**src/rtl/uart_tx_frame_sequencer.sv**
```systemverilog
// uart_tx_frame_sequencer
//
// Frame-level UART transmit sequencer. It loads one message into the PISO.
// It then hands the message one byte at a time to the UART data register (UDR)
// and the UART transmitter. An optional idle gap separates consecutive bytes, and
// a timeout bounds the wait for each byte's tx_done. The block also keeps the byte
// index and a sticky timeout flag, and it drives the status outputs.
//
// Optional feature: define SEQ_CRC_APPEND_EN to append CRC_BYTES CRC bytes after
// the payload. For those bytes the UDR reads the CRC register (crc_sel_o) and the
// PISO is not advanced. When the macro is undefined, crc_sel_o is tied low and
// CRC_BYTES has no effect.
//
// Parameters
//   DATA_BYTES      payload bytes per frame (>= 1)
//   CRC_BYTES       CRC bytes appended per frame (only with SEQ_CRC_APPEND_EN)
//   GAP_CYCLES      idle clocks between tx_done and the next UDR load (0 = none)
//   TIMEOUT_CYCLES  max clocks spent waiting for tx_done before the frame is dropped
//   CNT_W           byte_idx_o width, must hold TOTAL-1
//
// Ports
//   clk            clock
//   reset          synchronous, active-high reset
//   start_i        frame request, honoured only when idle
//   abort_i        cancel the current frame (highest priority)
//   tx_done_i      UART byte complete, honoured only while waiting for it
//   piso_reset_o   PISO clear (high while idle)
//   piso_load_o    PISO parallel load
//   piso_shift_o   registered pulse: advance PISO to the next byte
//   crc_clear_o    clear the CRC accumulator at frame start
//   crc_en_o       CRC consumes the current PISO byte
//   crc_sel_o      UDR source: 1 = CRC register, 0 = PISO
//   udr_load_o     UDR captures the selected byte
//   tx_en_o        UART Tx enable
//   tx_start_o     UART Tx start pulse
//   busy_o         high whenever not idle
//   frame_done_o   one-cycle pulse when the last byte has completed
//   timeout_err_o  sticky timeout flag, cleared when a new frame is accepted
//   byte_idx_o     index of the byte in flight

module uart_tx_frame_sequencer #(
  parameter int unsigned DATA_BYTES     = 16,
  parameter int unsigned CRC_BYTES      = 2,
  parameter int unsigned GAP_CYCLES     = 2,
  parameter int unsigned TIMEOUT_CYCLES = 100000,
  parameter int unsigned CNT_W          = 5
) (
  input  logic             clk,
  input  logic             reset,
  input  logic             start_i,
  input  logic             abort_i,
  input  logic             tx_done_i,
  output logic             piso_reset_o,
  output logic             piso_load_o,
  output logic             piso_shift_o,
  output logic             crc_clear_o,
  output logic             crc_en_o,
  output logic             crc_sel_o,
  output logic             udr_load_o,
  output logic             tx_en_o,
  output logic             tx_start_o,
  output logic             busy_o,
  output logic             frame_done_o,
  output logic             timeout_err_o,
  output logic [CNT_W-1:0] byte_idx_o
);

`ifdef SEQ_CRC_APPEND_EN
  localparam int unsigned Total = DATA_BYTES + CRC_BYTES;
`else
  localparam int unsigned Total = DATA_BYTES;
`endif

  // A single counter serves the timeout wait and the inter-byte gap. The two are
  // never active at the same time.
  localparam int unsigned CntMax = (TIMEOUT_CYCLES > GAP_CYCLES) ? TIMEOUT_CYCLES : GAP_CYCLES;
  localparam int unsigned TmrW   = $clog2(CntMax + 1);

  localparam logic [TmrW-1:0] TimeoutLast = TmrW'(TIMEOUT_CYCLES - 1);
  localparam logic [TmrW-1:0] GapLast     = TmrW'((GAP_CYCLES > 0) ? GAP_CYCLES - 1 : 0);

  typedef enum logic [2:0] {
    StIdle,
    StLoad,
    StFetch,
    StStart,
    StWaitDone,
    StGap,
    StFinish
  } state_e;

  state_e           state_q, state_d;
  logic [CNT_W-1:0] byte_idx_q, byte_idx_d;
  logic [TmrW-1:0]  cnt_q, cnt_d;
  logic             timeout_err_q, timeout_err_d;
  logic             piso_shift_q, piso_shift_d;

  logic is_last;
  logic in_data;
  logic shift_ok;

  // Compare in 32 bits so that a byte index equal to 2**CNT_W cannot alias to 0.
  assign is_last = (32'(byte_idx_q) == Total - 1);
  assign in_data = (32'(byte_idx_q) < DATA_BYTES);

`ifdef SEQ_CRC_APPEND_EN
  // CRC bytes come from the CRC register, so the PISO must not advance past them.
  assign shift_ok = in_data;
`else
  assign shift_ok = 1'b1;
`endif

  //--------------------------------------------------------------------------
  // State register
  //--------------------------------------------------------------------------
  always_ff @(posedge clk) begin
    if (reset) begin
      state_q       <= StIdle;
      byte_idx_q    <= '0;
      cnt_q         <= '0;
      timeout_err_q <= 1'b0;
      piso_shift_q  <= 1'b0;
    end else begin
      state_q       <= state_d;
      byte_idx_q    <= byte_idx_d;
      cnt_q         <= cnt_d;
      timeout_err_q <= timeout_err_d;
      piso_shift_q  <= piso_shift_d;
    end
  end

  //--------------------------------------------------------------------------
  // Next-state logic
  //--------------------------------------------------------------------------
  always_comb begin
    state_d       = state_q;
    byte_idx_d    = byte_idx_q;
    cnt_d         = cnt_q;
    timeout_err_d = timeout_err_q;
    piso_shift_d  = 1'b0;

    if (abort_i && (state_q != StIdle)) begin
      // Abort overrides start, tx_done and timeout. The timeout flag and
      // byte_idx keep their values.
      state_d = StIdle;
    end else begin
      unique case (state_q)
        StIdle: begin
          if (start_i) begin
            state_d       = StLoad;
            timeout_err_d = 1'b0;
          end
        end

        StLoad: begin
          byte_idx_d = '0;
          state_d    = StFetch;
        end

        StFetch: begin
          state_d = StStart;
        end

        StStart: begin
          cnt_d   = '0;
          state_d = StWaitDone;
        end

        StWaitDone: begin
          // If tx_done arrives in the same cycle as the timeout, tx_done wins.
          if (tx_done_i) begin
            cnt_d = '0;
            if (is_last) begin
              state_d = StFinish;
            end else begin
              byte_idx_d   = byte_idx_q + 1'b1;
              piso_shift_d = shift_ok;
              state_d      = (GAP_CYCLES == 0) ? StFetch : StGap;
            end
          end else if (cnt_q == TimeoutLast) begin
            timeout_err_d = 1'b1;
            state_d       = StIdle;
          end else begin
            cnt_d = cnt_q + 1'b1;
          end
        end

        StGap: begin
          if (cnt_q == GapLast) begin
            cnt_d   = '0;
            state_d = StFetch;
          end else begin
            cnt_d = cnt_q + 1'b1;
          end
        end

        StFinish: begin
          state_d = StIdle;
        end

        default: begin
          state_d = StIdle;
        end
      endcase
    end
  end

  //--------------------------------------------------------------------------
  // Moore outputs, decoded from the state register
  //--------------------------------------------------------------------------
  always_comb begin
    piso_reset_o = (state_q == StIdle);
    piso_load_o  = (state_q == StLoad);
    crc_clear_o  = (state_q == StLoad);
    udr_load_o   = (state_q == StFetch);
    crc_en_o     = (state_q == StFetch) && in_data;
`ifdef SEQ_CRC_APPEND_EN
    crc_sel_o    = (state_q == StFetch) && !in_data;
`else
    crc_sel_o    = 1'b0;
`endif
    tx_en_o      = (state_q == StStart) || (state_q == StWaitDone);
    tx_start_o   = (state_q == StStart);
    busy_o       = (state_q != StIdle);
    frame_done_o = (state_q == StFinish);
  end

  assign piso_shift_o  = piso_shift_q;
  assign timeout_err_o = timeout_err_q;
  assign byte_idx_o    = byte_idx_q;

endmodule

```
**config.mk**
```make
export PLATFORM = sky130hd
export DESIGN_NAME = uart_tx_frame_sequencer
export DESIGN_NICKNAME = d
export VERILOG_FILES = /design/src/rtl/uart_tx_frame_sequencer.sv
export SDC_FILE = /design/constraint.sdc
export NUM_CORES = 1
export LEC_CHECK = 0
export BUFFER_PORTS_ARGS = -buffer_cell sky130_fd_sc_hd__buf_2
export CORE_ASPECT_RATIO = 1.2
export CORE_MARGIN = 5
export CORE_UTILIZATION = 52
export DETAILED_ROUTE_END_ITERATION = 16
export PLACE_DENSITY = 0.82
export SYNTH_ARGS = -nofsm -noshare
export SYNTH_HDL_FRONTEND = slang
export SYNTH_SLANG_ARGS = --single-unit
export TNS_END_PERCENT = 30
```
**constraint.sdc**
```tcl
create_clock -name clk -period 2.54 [get_ports clk]
set_clock_uncertainty 0.15 [all_clocks]
set_input_delay 0.508 -clock clk [delete_from_list [all_inputs] [get_ports clk]]
set_output_delay 0.508 -clock clk [all_outputs]
set_load 0.01 [all_outputs]
```
==> tab_implementation.tex <==
\begin{tabular}{lr}
\hline
Metric & Value \\
\hline
\multicolumn{2}{l}{\textbf{Clocking}} \\
\quad Setup repair bufs after CTS & 0 \\
\quad Count of H-tree levels built during CTS & 1 \\
\quad CTS Buf Count & 3 \\
\quad Clock tree from TritonCTS & yes \\
\quad Cts hold-fix bufs & 0 \\
\quad Maximum clock path buffer count & 2 \\
\quad Clock-pin slew on the worst setup and hold paths & 0.14 ns \\
\quad Clock Root Buffer & clkbuf\_4 \\
\quad Insertion delay of the later-clocked pin in the worst-skew pair & 0.32 ns \\
\quad Num Clock Sinks & 27 \\
\multicolumn{2}{l}{\textbf{Route}} \\
\quad DR WL/cell & 13.6 µm \\
\quad Vias per std cell & 5.85 \\
\quad Number of DRC markers after the initial detailed-route iteration & 51 \\
\quad DRT Pass-1 Iters & 4 \\
\quad \# DRC & 0 \\
\quad Post-detailed-route count of antenna-violating nets & 0 \\
\quad Total number of vias & 1392 \\
\quad Wirelength, routed & 3250 µm \\
\multicolumn{2}{l}{\textbf{STA}} \\
\quad Crit path time final & 2.34 ns \\
\quad Hold Slack & 0.220 ns \\
\quad Setup-failing EPs final & 0 \\
\quad Final hold violation count & 0 \\
\quad Total Negative Setup Slacks & 0 ns \\
\quad Final slew viol count & 0 \\
\quad Final period utilization & 0.921 \\
\quad Highest clock rate & 428 MHz \\
\quad Worst-Margin Slew & 0.740 ns \\
\quad Rel. slew slack & 0.503 \\
\quad RSZ-0062 raised after global routing & no \\
\multicolumn{2}{l}{\textbf{Final layout}} \\
\quad Nets@finish & 214 \\
\quad Number of cells in the finished layout apart from fillers & 238 \\
\quad Post-synthesis to final-layout area growth & 8.64\% \\
\quad Utilization after layout & 0.587 \\
\quad Diodes inserted & 0 \\
\quad Share of cells above drive strength 1 & 0.186 \\
\multicolumn{2}{l}{\textbf{Synth}} \\
\quad Compound-gate portion of the synthesized area & 0.168 \\
\quad Nets in the synthesized netlist & 196 \\
\quad Largest family of logic cells by synthesized area & simple AND/OR/NAND/NOR gates \\
\quad Post-synthesis register bit count & 27 \\
\quad Top cell types by occurrence after synthesis & 30 x nor2\_1, 27 x dfxtp\_1, 12 x inv\_1 \\
\quad Synthesized area & 1520 µm² \\
\quad Most numerous cell in the Yosys netlist & nor2\_1 \\
\quad Register area share after synthesis & 0.356 \\
\quad Yosys top cell area share & 0.356 \\
\quad Count of mapped cells out of synthesis & 187 \\
\quad Adder and majority gate portion of the synthesized area & 0.0329 \\
\quad Cell types with the largest area share after synthesis & dfxtp\_1 36\%, nor2\_1 7.4\%, xnor2\_1 4.6\% \\
\quad Simple-Gate Fraction of Synth Area & 0.305 \\
\quad Number of flops mapped to enable cells by yosys & 0 \\
\quad Post-synthesis async set-or-reset flop share & 0 \\
\quad Top flip-flop cell by instance count after synthesis & dfxtp\_1 \\
\quad Parity-gate share of the synthesized area counting xor and xnor cells & 0.0749 \\
\quad Number of unique standard cell types used by synthesis & 47 \\
\quad YS warnings & 0 \\
\quad Post-synthesis mux area share & 0 \\
\quad Post-synthesis average cell area & 8.13 µm² \\
\quad Top cell type by total area after synthesis & dfxtp\_1 \\
\multicolumn{2}{l}{\textbf{GRT}} \\
\quad Initial antenna violation count & 0 \\
\quad Largest net degree at the start of global routing & 16 \\
\quad Via count of the first global-routing pass & 1318 \\
\quad Tot GR Track Use & 0.165 \\
\quad First-pass GRT wire length & 5540 µm \\
\quad Global route total overflow & 0 \\
\multicolumn{2}{l}{\textbf{Setup path}} \\
\quad Worst EP required & 2.65 ns \\
\quad Type of the worst setup path & reg -> reg \\
\quad Worst-path fanout max & 13 \\
\quad Element type at the critical path end & register \\
\quad Startpoint kind of the worst setup timing path & register \\
\quad Critical path arrival & 2.44 ns \\
\multicolumn{2}{l}{\textbf{Placement}} \\
\quad Placer's final routability congestion estimate & 0.842 \\
\quad Count of buffers from port buffering & 20 \\
\quad HPWL Detailed & 2460 µm \\
\quad Number of cells after detailed placement & 234 \\
\multicolumn{2}{l}{\textbf{Floorplanning}} \\
\quad Standard-cell row count & 21 \\
\quad Initial standard-cell utilization of the core & 0.541 \\
\quad Number of top-level pins & 22 \\
\quad Area of the core region & 2810 µm² \\
\quad Die width & 59.4 µm \\
\quad Chip height & 69.2 µm \\
\quad Overall die area & 4110 µm² \\
\multicolumn{2}{l}{\textbf{Pwr}} \\
\quad Power density relative to cell area & 445 nW/µm² \\
\quad Total chip power & 0.735 mW \\
\quad Worst ir drop on vdd & 314 µV \\
\quad Pleak & 0.643 nW \\
\multicolumn{2}{l}{\textbf{Min path}} \\
\quad Worst min-delay path class & in -> reg \\
\multicolumn{2}{l}{\textbf{Flow run}} \\
\quad Number of maximum-capacitance constraint violations & 0 \\
\multicolumn{2}{l}{\textbf{Outcome}} \\
\quad Status & completed \\
\hline
\end{tabular}
==> critical path, stage by stage (launching register included) <==
cell      delay [ns]
dfxtp_1         0.46
nand2b_2        0.30
a21oi_1         0.29
o21ai_1         0.33
or4_1           0.61
a31oi_1         0.15
==> placed cells by master, fill, tap and decap left out, types with 2 or more instances in the layout <==
| master | netlist | routed |
|---|---|---|
| a21oi_1 | 6 | 6 |
| nand4_1 | 5 | 5 |
| or3_1 | 3 | 3 |
| clkbuf_4 | 0 | 3 |
| dfxtp_1 | 27 | 26 |
| nor3_1 | 7 | 7 |
| a21o_2 | 2 | 2 |
| nand2_1 | 10 | 10 |
| a21o_1 | 2 | 2 |
| nor2_1 | 30 | 30 |
| a211oi_1 | 5 | 5 |
| nand3_1 | 8 | 8 |
| nand2b_1 | 2 | 2 |
| buf_2 | 2 | 20 |
| ha_1 | 4 | 4 |
| inv_1 | 12 | 12 |
| nor4_1 | 7 | 7 |
| xor2_1 | 5 | 5 |
| a31oi_1 | 3 | 3 |
| o21ai_0 | 5 | 5 |
| xnor2_1 | 8 | 8 |
| and3_1 | 5 | 5 |
==> worst paths after layout <==
path                            cells after the start  slack, ns           from             to
worst max-delay path                                5       0.20     state_q[1]       cnt_q[5]
worst min register to register                      2       0.37  timeout_err_o  timeout_err_o
worst min-delay path                                2       0.22        start_i  timeout_err_o
worst max register to register                      5       0.20     state_q[1]       cnt_q[5]
==> kinds of logic after synthesis <==
logic type,after synthesis
AO/OA/AOI/OAI,34
XOR/XNOR,13
adder cells (fa/ha/maj),4
buffers and inverters,20
flip-flops,27
other,1
AND/OR/NAND/NOR,88
==> flip-flops by register name (all words and copies together), names as in the netlist <==
signal	count
timeout_err_o	1
piso_shift_o	1
cnt_q	17
state_q	3
byte_idx_o	5
==> metrics by stage <==
stage                     area [µm²]  setup WS (ns)
final                           1650          0.202
after global routing            1650        0.00404
after CTS                       1650          0.239
after detailed placement        1620          0.248
after global placement          1620          0.326
after floorplan                 1520          0.577
==> timing repair <==
action | in CTS | in global routing
endpoints found under the setup margin | 0 | 1
gates resized for setup | 0 | 1
endpoints found under the hold margin | 0 | 0
==> per-layer routing <==
metal | vias to the layer above | global-route usage | routed length (µm)
li1 | 701 | - | -
met1 | 652 | 0.198 | 1410
met2 | 33 | 0.282 | 1590
met3 | 6 | 0.0279 | 199
met4 | 0 | 0.0630 | 48
met5 | - | 0 | 0
==> final cells by class <==
class / count / area (µm²)
fill: 269 / 1160
multi-input combinational: 140 / 887
sequential: 27 / 542
timing repair buffer: 21 / 108
inverter: 12 / 45.0
tap: 34 / 42.5
clock buffer: 3 / 22.5
clock inverter: 1 / 5.00
==> report_power, final <==
part           total, mW  internal [mW]  switching, mW
sequential         0.449          0.432         0.0171
combinational      0.104         0.0408         0.0631
clock              0.182         0.0589          0.123
total              0.735          0.532          0.203
No activity file was read; power rests on OpenSTA's default activity.
